**src/rtl/setup_move_sequencer.sv**
```systemverilog
// setup_move_sequencer: replays the cube setup moves for one scan step.
// A request latches the step index, walks that step's ROM row one move at a
// time over a valid/ready handshake to the motor driver, then waits for the
// colour sensors to settle before reporting color_sensor_stable.
// Optional build macro: SETUP_MOVE_SETTLE_TIMER_EN. When it is defined, the
// settle phase lasts SETTLE_CYCLES clocks. Otherwise it lasts a single clock.
module setup_move_sequencer #(
    parameter logic [19:0] SETTLE_CYCLES = 20'd1000000
) (
    input  logic       clock,
    input  logic       reset,
    input  logic       send_setup_moves,
    input  logic [5:0] counter,
    output logic [2:0] move_face,
    output logic [1:0] move_turn,
    output logic       move_valid,
    input  logic       move_ready,
    output logic       color_sensor_stable,
    output logic       overrun
);

    localparam logic [1:0] ST_IDLE   = 2'd0;
    localparam logic [1:0] ST_FETCH  = 2'd1;
    localparam logic [1:0] ST_ISSUE  = 2'd2;
    localparam logic [1:0] ST_SETTLE = 2'd3;

    localparam logic [2:0] FACE_U = 3'd0;
    localparam logic [2:0] FACE_L = 3'd1;
    localparam logic [2:0] FACE_F = 3'd2;
    localparam logic [2:0] FACE_B = 3'd4;
    localparam logic [2:0] FACE_D = 3'd5;

    localparam logic [1:0] TURN_CW   = 2'd1;
    localparam logic [1:0] TURN_CCW  = 2'd2;
    localparam logic [1:0] TURN_HALF = 2'd3;

    // ROM word layout: {end, face[2:0], turn[1:0]}
    localparam logic [5:0] MOVE_END = 6'b100000;

    function automatic logic [5:0] mv(input logic [2:0] face, input logic [1:0] turn);
        return {1'b0, face, turn};
    endfunction

    // Scan batch plan: most steps give the top face a quarter turn, step 3
    // repositions the cube, every ninth step flips the top and bottom layers,
    // and steps 53-63 are spare (no moves).
    function automatic logic [5:0] rom_move(input logic [5:0] row, input logic [3:0] idx);
        logic [5:0] word_s;
        word_s = MOVE_END;
        case (row)
            6'd3: begin
                case (idx)
                    4'd0:    word_s = mv(FACE_U, TURN_CW);
                    4'd1:    word_s = mv(FACE_F, TURN_CW);
                    4'd2:    word_s = mv(FACE_B, TURN_CCW);
                    4'd3:    word_s = mv(FACE_L, TURN_CW);
                    4'd4:    word_s = mv(FACE_U, TURN_CW);
                    4'd5:    word_s = mv(FACE_F, TURN_CW);
                    4'd6:    word_s = mv(FACE_B, TURN_CCW);
                    default: word_s = MOVE_END;
                endcase
            end
            6'd9, 6'd18, 6'd27, 6'd36, 6'd45: begin
                case (idx)
                    4'd0:    word_s = mv(FACE_U, TURN_HALF);
                    4'd1:    word_s = mv(FACE_D, TURN_HALF);
                    default: word_s = MOVE_END;
                endcase
            end
            default: begin
                if ((row <= 6'd52) && (idx == 4'd0)) begin
                    word_s = mv(FACE_U, TURN_CW);
                end else begin
                    word_s = MOVE_END;
                end
            end
        endcase
        return word_s;
    endfunction

    logic [1:0] state_r;
    logic [5:0] row_r;
    logic [4:0] index_r;
    logic [5:0] rom_word_s;
    logic       fetch_end_s;

`ifdef SETUP_MOVE_SETTLE_TIMER_EN
    logic [19:0] settle_cnt_r;
`else
    // SETTLE_CYCLES has no effect when the settle timer is not built.
    if (SETTLE_CYCLES == 20'd0) begin : g_settle_cycles_unused
    end
`endif

    // ROM lookup for the current move; index 16 counts as END.
    always_comb begin
        rom_word_s  = rom_move(row_r, index_r[3:0]);
        fetch_end_s = index_r[4] | rom_word_s[5];
    end

    // Sequencer FSM, move outputs, sensor-stable flag and sticky overrun.
    always_ff @(posedge clock) begin
        if (reset) begin
            state_r             <= ST_IDLE;
            row_r               <= 6'd0;
            index_r             <= 5'd0;
            move_valid          <= 1'b0;
            move_face           <= 3'd0;
            move_turn           <= 2'd0;
            overrun             <= 1'b0;
            color_sensor_stable <= 1'b1;
`ifdef SETUP_MOVE_SETTLE_TIMER_EN
            settle_cnt_r        <= 20'd0;
`endif
        end else begin
            case (state_r)
                ST_IDLE: begin
                    if (send_setup_moves) begin
                        row_r               <= counter;
                        index_r             <= 5'd0;
                        color_sensor_stable <= 1'b0;
                        state_r             <= ST_FETCH;
                    end
                end
                ST_FETCH: begin
                    if (fetch_end_s) begin
                        state_r      <= ST_SETTLE;
`ifdef SETUP_MOVE_SETTLE_TIMER_EN
                        settle_cnt_r <= SETTLE_CYCLES - 20'd1;
`endif
                    end else begin
                        move_face  <= rom_word_s[4:2];
                        move_turn  <= rom_word_s[1:0];
                        move_valid <= 1'b1;
                        state_r    <= ST_ISSUE;
                    end
                end
                ST_ISSUE: begin
                    if (move_ready) begin
                        move_valid <= 1'b0;
                        index_r    <= index_r + 5'd1;
                        state_r    <= ST_FETCH;
                    end
                end
                ST_SETTLE: begin
`ifdef SETUP_MOVE_SETTLE_TIMER_EN
                    if (settle_cnt_r == 20'd0) begin
                        color_sensor_stable <= 1'b1;
                        state_r             <= ST_IDLE;
                    end else begin
                        settle_cnt_r <= settle_cnt_r - 20'd1;
                    end
`else
                    color_sensor_stable <= 1'b1;
                    state_r             <= ST_IDLE;
`endif
                end
                default: begin
                    move_valid <= 1'b0;
                    state_r    <= ST_IDLE;
                end
            endcase

            // A request arriving while a sequence runs is dropped and remembered.
            if (send_setup_moves && (state_r != ST_IDLE)) begin
                overrun <= 1'b1;
            end
        end
    end

endmodule

```
**config.mk**
```make
export PLATFORM = sky130hd
export DESIGN_NAME = setup_move_sequencer
export DESIGN_NICKNAME = d
export VERILOG_FILES = /design/src/rtl/setup_move_sequencer.sv
export SDC_FILE = /design/constraint.sdc
export NUM_CORES = 1
export LEC_CHECK = 0
export BUFFER_PORTS_ARGS = -buffer_cell sky130_fd_sc_hd__clkbuf_2
export CAP_MARGIN = 20
export CORE_MARGIN = 2
export CORE_UTILIZATION = 54
export DETAILED_ROUTE_END_ITERATION = 16
export GPL_ROUTABILITY_DRIVEN = 0
export PLACE_DENSITY = 0.77
export SYNTH_ARGS = -nofsm -noshare
export SYNTH_HDL_FRONTEND = slang
export SYNTH_SLANG_ARGS = --single-unit
```
**constraint.sdc**
```tcl
create_clock -name clock -period 1.95 [get_ports clock]
set_input_delay 0.195 -clock clock [delete_from_list [all_inputs] [get_ports clock]]
set_output_delay 0.195 -clock clock [all_outputs]
set_load 0.02 [all_outputs]
```
==> results of run 1 <==
==> tightest hold or removal path, delay by kind of cell <==
| kind | cells | cell delay (ps) |
|---|---|---|
| multiplexers | 1 | 50 |
| AND/OR/NAND/NOR | 1 | 70 |
| buffers and inverters | 1 | 70 |
==> worst max path at each step <==
stage / from / to / slack, ps / cells after the start
after floorplan: index_r[0] / move_turn[0] / 320 / 6
after global placement: index_r[1] / move_turn[0] / 220 / 8
after detailed placement: index_r[0] / move_turn[0] / 130 / 8
after CTS: index_r[0] / move_turn[0] / 100 / 8
after global routing: index_r[0] / move_turn[0] / 7 / 8
final: row_r[5] / state_r[0] / 160 / 5
==> registers in the layout, summed over array words and instances (netlist names) <==
| register | count |
|---|---|
| row_r | 6 |
| index_r | 5 |
| move_face | 3 |
| move_turn | 2 |
| state_r | 2 |
| color_sensor_stable | 1 |
| move_valid | 1 |
| overrun | 1 |
==> metal layers <==
metal / GRT usage, % / vias to the layer above
met1: 28.8 / 470
met3: 3.94 / 6
met5: 0 / -
met4: 8.33 / 0
met2: 36.6 / 30
li1: - / 505
==> layout by cell type (no fill, tap or decap), types with 4 or more instances in the layout <==
| cell | count |
|---|---|
| clkbuf_2 | 17 |
| inv_1 | 4 |
| buf_4 | 4 |
| a31oi_1 | 4 |
| nand4_1 | 4 |
| ha_1 | 4 |
| mux2i_1 | 6 |
| nor3_1 | 6 |
| nor2_1 | 14 |
| dfxtp_1 | 19 |
| a21oi_1 | 9 |
==> logic make-up (layout without fill, tap and decap cells) <==
family / after synthesis / count (layout)
buf+inv: 8 / 29
fa+ha+maj: 4 / 4
simple gates: 49 / 49
xor+xnor: 4 / 4
compound gates: 33 / 33
flops: 21 / 21
mux: 6 / 6
==> where the power goes <==
part | internal (mW) | switching (mW)
Sequential | 0.454 | 0.0280
Combinational | 0.0677 | 0.0843
Clock | 0.0796 | 0.132
==> final cells by class <==
cell class	instances	share of cell area (%)
clock buffer	4	2.02
inverter	4	1.15
multi-input combinational	96	53.0
sequential	21	32.4
tap	27	2.59
timing repair buffer	21	8.83
==> stage by stage <==
step	area (um2)	std cells	util (%)	hold slack (ps)
5_1_grt	1300	173	65.8	152
2_1_floorplan	1140	125	-	315
3_5_place_dp	1270	169	64.3	438
6_report	1300	173	65.8	116
4_1_cts	1300	173	65.7	115
3_3_place_gp	1270	169	64.3	426
==> repair_timing <==
action                                  CTS  global route
gates resized for setup                   0             2
endpoints found under the setup margin    0             2
hold buffers                              0             0
==> results_dict.tcl, run 1 <==
set metrics [dict create \
    grt_first_pass_wirelength_um 4390 \
    seqCellArea_um2 423 \
    io_pins 18 \
    synth_cell_types 43 \
    post-route-worst-setup-slack_ps 157 \
    route.detailed.drc 0 \
    start_kind "flop" \
    root_buffer "clkbuf_4" \
    ys_top_cells_by_area "dfxtp_1, mux2i_1, nor2_1" \
    rsz0062_at_grt "no" \
    cpMaxStageDelayCell "dfxtp_1" \
    cts.sinks 21 \
    yosys.area_share.simple_pct 26.7 \
    min_to "row_r[3]" \
    worst_slew_pin_slew_ps 424 \
    hold_start "counter[3]" \
    core_area_um2 1980 \
    fp.dieH_um 50.0 \
    endpoint_kind "flop" \
    synthTopCellsByCount "dfxtp_1, nor2_1, a21oi_1" \
    fin_crit_ps 1790 \
    first_pass_iters 4 \
    slowest_delay_ps 390 \
    synth-seq-cells 21 \
    arrival_ps 1970 \
    crit_type "flop to flop" \
    start_util_pct 57.6 \
    syn-instance-count 125 \
    hold_class "primary input to flop" \
    num_antenna_cells 0 \
    pre_cts_slack_ps 127 \
    setup_viol 0 \
    avgSynthCellArea_um2 9.14 \
    wirelength_um 2370 \
    grt_usage_pct 22.3 \
    synthMuxAreaShare_pct 5.26 \
    clkSlewWorstSetupHoldPaths_ps 120 \
    met3WireLength_um 81 \
    synth_fa_ha_area_share_pct 4.38 \
    cap_viol_max_count 0 \
    grt_pass1_vias 998 \
    antenna_found_initial 0 \
    cp_max_fo 5 \
    hold_viol 0 \
    path_delay_family "simple AND/OR/NAND/NOR gates" \
    clock-skew-final_ps 9.48 \
    ys.flop_type "dfxtp_1" \
    synth_edf_count 0 \
    multi_input_area_um2 691 \
    cts_tree "yes" \
    synth_compound_area_share_pct 21.0 \
    synthXorXnorAreaFrac_pct 3.07 \
    drive_above_1_share_pct 25.3 \
    area_growth_pct 14.1 \
    synthArstFlopShare_pct 0 \
    period_share_pct 92.0 \
    yosysTopAreaCell "dfxtp_1" \
    drt-met1-wl_um 1130 \
    post_cts_buffers 0 \
    syn-cell-area_um2 1140 \
    drt_iter0_drc 17 \
    nFillCells 175 \
    synth_top_family_by_area "simple AND/OR/NAND/NOR gates" \
    ff2ff_setup_slack_ps 160 \
    yosysWarnings 0 \
    fp.dieArea_um2 2500 \
    num_vias 1011 \
    r2r_end "state_r[0]" \
    crit_chain "nor4b_4 > nand3b_1 > and4_4 > o41ai_1 > a21oi_1" \
    viasPerCell 5.84 \
    hold_depth 3 \
    grt_overflow 0 \
    wl_met2_um 1100 \
    fin_setup_tns_ps 0 \
    reg2reg_depth 5 \
    slew_headroom_pct 71.8 \
    cts_inserted_buffers 3 \
    status "finished, final reports clean" \
    fmax_mhz 558 \
    yosysTopAreaCellShare_pct 36.8 \
    powerDensity_nw_per_um2 649 \
    ctsLongestPathBuffers 2 \
    routedWlPerCell_um 13.7 \
    portBuffers 17 \
    r2r_start "row_r[5]" \
    ir_drop_mv 0.437 \
    htree_levels 1 \
    grt_max_degree 21 \
    total_power_uw 846 \
    cp.required_ps 2130 \
    dr.max_layer_used "met4" \
    syn_nets 139 \
    ant_nets 0 \
    num-nets-final 161 \
    clk_latency_ps 300 \
    p_leak_nw 0.509 \
    rows 16 \
    critPathBufInv 0 \
    ys_seq_area_share_pct 36.8 \
    synth_most_common_cell "dfxtp_1" \
    die_w_um 50.0 \
    slew_viol_final 0 \
    hpwl_um 1780 \
]
Power figures use the tool's default switching activity.
==> inputs of run 2 (changes only) <==
--- a/config.mk
+++ b/config.mk
@@ -12,6 +12,7 @@
 export DETAILED_ROUTE_END_ITERATION = 16
 export GPL_ROUTABILITY_DRIVEN = 0
 export PLACE_DENSITY = 0.77
+export SETUP_SLACK_MARGIN = 0.5
 export SYNTH_ARGS = -nofsm -noshare
 export SYNTH_HDL_FRONTEND = slang
 export SYNTH_SLANG_ARGS = --single-unit
==> run 2 against run 1 <==
- first-iteration DRC count is 18% higher
- wire length is 19% higher
- clock skew is 7.4 ps lower
- non-clock buffer count is 4 higher
- critical path type unchanged
- maximum frequency is 3.7% higher
- worst hold slack better by 12 ps
- critical path depth is 1 higher
==> results_dict.tcl, run 2 (synthesis gave the netlist of run 1 again) <==
set metrics [dict create \
    grt_first_pass_wirelength_um 4770 \
    hold_start "counter[1]" \
    grt_max_degree 21 \
    post-route-worst-setup-slack_ps 221 \
    pre_cts_slack_ps 252 \
    htree_levels 1 \
    p_leak_nw 0.586 \
    ir_drop_mv 0.522 \
    crit_type "flop to flop" \
    cp.required_ps 2140 \
    grt_usage_pct 24.7 \
    hpwl_um 1750 \
    nFillCells 136 \
    fin_crit_ps 1730 \
    largest_reg_flops 6 \
    ant_nets 0 \
    hold_depth 3 \
    fp.dieH_um 50.0 \
    critPathBufInv 1 \
    hold_viol 0 \
    setup_viol 0 \
    num-nets-final 165 \
    io_pins 18 \
    slowest_delay_ps 380 \
    first_pass_iters 4 \
    min_to "row_r[1]" \
    slew_headroom_pct 69.1 \
    layout_common_cells "clkbuf_2, nor2_1, dfxtp_1" \
    cts_inserted_buffers 3 \
    wirelength_um 2810 \
    period_share_pct 88.7 \
    num_antenna_cells 0 \
    clkSlewWorstSetupHoldPaths_ps 110 \
    clock-skew-final_ps 2.04 \
    routedWlPerCell_um 15.9 \
    clk_latency_ps 300 \
    crit_chain "nor4b_4 > buf_4 > nand3b_4 > o31a_1 > a31oi_1 > a311oi_2" \
    arrival_ps 1920 \
    core_area_um2 1980 \
    cts_tree "yes" \
    hold_class "primary input to flop" \
    ff2ff_setup_slack_ps 220 \
    antenna_found_initial 0 \
    r2r_end "move_turn[0]" \
    largestRegisters "row_r (6), index_r (5), move_face (3)" \
    reg2reg_depth 6 \
    drive_above_1_share_pct 44.0 \
    portBuffers 17 \
    num_vias 1044 \
    ctsLongestPathBuffers 2 \
    root_buffer "clkbuf_4" \
    grt_overflow 0 \
    fin_setup_tns_ps 0 \
    drt_iter0_drc 20 \
    cpMaxStageDelayCell "dfxtp_4" \
    finalCoreUtilization_pct 76.0 \
    top_register "row_r" \
    slew_viol_final 0 \
    grt_pass1_vias 1031 \
    status "finished, final reports clean" \
    rows 16 \
    r2r_start "row_r[2]" \
    area_growth_pct 31.9 \
    viasPerCell 5.90 \
    cap_viol_max_count 0 \
    cts.sinks 21 \
    start_util_pct 57.6 \
    final_common_cell "clkbuf_2" \
    fp.dieArea_um2 2500 \
    powerDensity_nw_per_um2 581 \
    die_w_um 50.0 \
    worst_slew_pin_slew_ps 464 \
    cp_max_fo 6 \
    start_kind "flop" \
    fmax_mhz 578 \
    endpoint_kind "flop" \
    rsz0062_at_grt "yes" \
    path_delay_family "compound AO/OA/AOI/OAI gates" \
    ctsHoldBuffers 0 \
    route.detailed.drc 0 \
]
==> run 2: worst reg2reg max path, cell delays in order (launching register included) <==
cell and delay, ps:
dfxtp_4 380, nor4b_4 300, buf_4 180, nand3b_4 110
o31a_1 380, a31oi_1 190, a311oi_2 60
==> run 2: layout make-up <==
class	instances	area [um2]	share of cell area, %
Clock buffer	4	26.3	1.74
Inverter	4	15.0	0.997
Multi-Input combinational cell	96	847	56.2
Sequential cell	21	439	29.2
Tap cell	27	33.8	2.24
Timing Repair Buffer	25	145	9.63
==> run 2: routing by layer <==
metal  global-route usage (%)  part of all wire [%]
met5                        0                     0
met4                     8.33                   1.4
met3                     1.82                   3.0
met2                     43.6                    50
met1                     31.1                    45
==> run 2: worst max path at each step <==
stage	start	slack, ps	endpoint	cells after the start
after floorplan	row_r[5]	390	move_turn[0]	5
after global placement	row_r[2]	290	move_turn[0]	5
after detailed placement	index_r[1]	250	state_r[0]	7
after CTS	row_r[2]	310	state_r[0]	6
after global routing	row_r[2]	150	move_face[1]	6
final	row_r[2]	220	move_turn[0]	6
==> run 2: what timing repair did <==
item,CTS,global route
setup endpoints to repair,7,10
buffers inserted,5,2
gates resized for setup,26,9
pin swaps,18,7
==> run 2: per-stage QoR <==
stage	hold WS (ps)	std cells	cell area, um2	power, mW
floorplan	315	125	1160	0.599
global placement	427	166	1270	0.637
detailed placement	438	166	1270	0.643
CTS	115	175	1460	0.869
global route	144	177	1510	0.916
finish	128	177	1510	0.876
==> run 2: power by group <==
| group | total (mW) | internal, mW | switching (mW) |
|---|---|---|---|
| combinational | 0.181 | 0.0812 | 0.100 |
| sequential | 0.483 | 0.453 | 0.0299 |
| clock | 0.211 | 0.0798 | 0.131 |
==> inputs of run 3 (changes only) <==
==> constraint.sdc (replaced) <==
create_clock -name clock -period 1.9 [get_ports clock]
set_input_delay 0.19 -clock clock [delete_from_list [all_inputs] [get_ports clock]]
set_output_delay 0.19 -clock clock [all_outputs]
set_load 0.02 [all_outputs]
==> run 3 against run 2 <==
- register-to-register slack better by 20 ps
- clock skew is 6.6 ps higher
- total power is 2.8% higher
- worst hold slack worse by 11 ps
- critical path type unchanged
- largest power group unchanged
==> results_dict.tcl, run 3 (synthesis gave the netlist of run 1 again) <==
set metrics [dict create \
    root_buffer "clkbuf_4" \
    crit_chain "nor2_1 > o211ai_1 > nand4_1 > a31oi_1 > a311oi_2" \
    ff2ff_setup_slack_ps 240 \
    ir_drop_mv 0.678 \
    ctsLongestPathBuffers 2 \
    rsz0062_at_grt "yes" \
    cts.sinks 21 \
    grt_first_pass_wirelength_um 4620 \
    crit_type "flop to flop" \
    largestRegisters "row_r (6), index_r (5), move_face (3)" \
    cp.required_ps 2090 \
    clock-skew-final_ps 8.64 \
    slowest_delay_ps 600 \
    pre_cts_slack_ps 207 \
    dr.max_layer_used "met4" \
    grt_usage_pct 24.3 \
    io_pins 18 \
    reg2reg_depth 5 \
    fin_setup_tns_ps 0 \
    htree_levels 1 \
    first_pass_iters 6 \
    post-route-worst-setup-slack_ps 242 \
    start_util_pct 57.6 \
    grt_pass1_vias 1039 \
    rows 16 \
    hold_class "primary input to flop" \
    grt_max_degree 21 \
    portBuffers 17 \
    cap_viol_max_count 0 \
    drt_iter0_drc 29 \
    routedWlPerCell_um 15.4 \
    route.detailed.drc 0 \
    die_w_um 50.0 \
    fp.dieH_um 50.0 \
    hold_viol 0 \
    cts_tree "yes" \
    worst_slew_pin_slew_ps 426 \
    final_common_cell "clkbuf_2" \
    arrival_ps 1850 \
    largest_reg_flops 6 \
    period_share_pct 87.3 \
    cts_inserted_buffers 3 \
    grt_overflow 0 \
    cp_max_fo 7 \
    fmax_mhz 603 \
    setup_viol 0 \
    powerDensity_nw_per_um2 607 \
    start_kind "flop" \
    num-nets-final 164 \
    antenna_found_initial 0 \
    critPathLaunch "index_r[3]" \
    wirelength_um 2720 \
    endpoint_kind "flop" \
    num_antenna_cells 0 \
    fin_crit_ps 1660 \
    cpMaxStageDelayCell "dfxtp_1" \
    ant_nets 0 \
    r2r_start "index_r[3]" \
    ctsHoldBuffers 0 \
    fp.dieArea_um2 2500 \
    hpwl_um 1750 \
    viasPerCell 5.93 \
    hold_start "counter[1]" \
    p_leak_nw 0.584 \
    total_power_uw 900 \
    met3WireLength_um 68 \
    slew_headroom_pct 71.6 \
    slew_viol_final 0 \
    r2r_end "move_turn[0]" \
    core_area_um2 1980 \
    area_growth_pct 29.7 \
    nFillCells 131 \
    num_vias 1043 \
    drt-met1-wl_um 1250 \
    drive_above_1_share_pct 41.6 \
    status "finished, final reports clean" \
    endpoint "move_turn[0]" \
    clkSlewWorstSetupHoldPaths_ps 130 \
    layout_common_cells "clkbuf_2, nor2_1, dfxtp_1" \
    clk_latency_ps 310 \
    wl_met2_um 1350 \
    top_register "row_r" \
]
run 3: worst min path at each step:
stage	endpoint	slack, ps	cells past startpoint
after floorplan	color_sensor_stable	310	2
after global placement	row_r[0]	420	3
after detailed placement	row_r[3]	440	3
after CTS	row_r[3]	130	3
after global routing	row_r[0]	130	3
final	row_r[1]	120	3
run 3: layer usage:
layer / global-route usage (%) / vias up
met5: 0 / -
met4: 8.33 / 0
met1: 31.1 / 514
met3: 5.45 / 6
li1: - / 511
met2: 39.9 / 12
run 3: area by class of cell:
type                            instances  area, um2  area share, %
Tap cell                               27       33.8           2.28
Clock buffer                            3       22.5           1.52
Clock inverter                          1       5.00          0.338
Timing Repair Buffer                   24        141           9.54
Multi-Input combinational cell         96        828           55.9
Sequential cell                        21        435           29.4
Inverter                                4       15.0           1.01
run 3: repair_timing:
action,4_1_cts,5_1_grt
endpoints found under the setup margin,7,12
pin swaps,14,3
buffers inserted,6,0
resized for setup,24,7
run 3: where the power goes:
group	internal (mW)	leakage, nW	switching (mW)
Sequential	0.466	0.176	0.0308
Clock	0.0786	0.0177	0.146
Combinational	0.0807	0.391	0.0978
Total	0.625	0.584	0.274
run 3: worst max-delay path: cells and delay by family, from the launching register on:
family | cells | cell delay, ps
compound gates | 3 | 500
flops | 1 | 600
simple gates | 2 | 430
run 3: through the flow:
step	area [um2]	hold WS [ps]	util, %	cells
2_1_floorplan	1160	310	-	125
3_3_place_gp	1270	422	64.3	166
3_5_place_dp	1270	438	64.3	166
4_1_cts	1460	128	73.7	176
5_1_grt	1480	132	74.7	176
6_report	1480	117	74.7	176
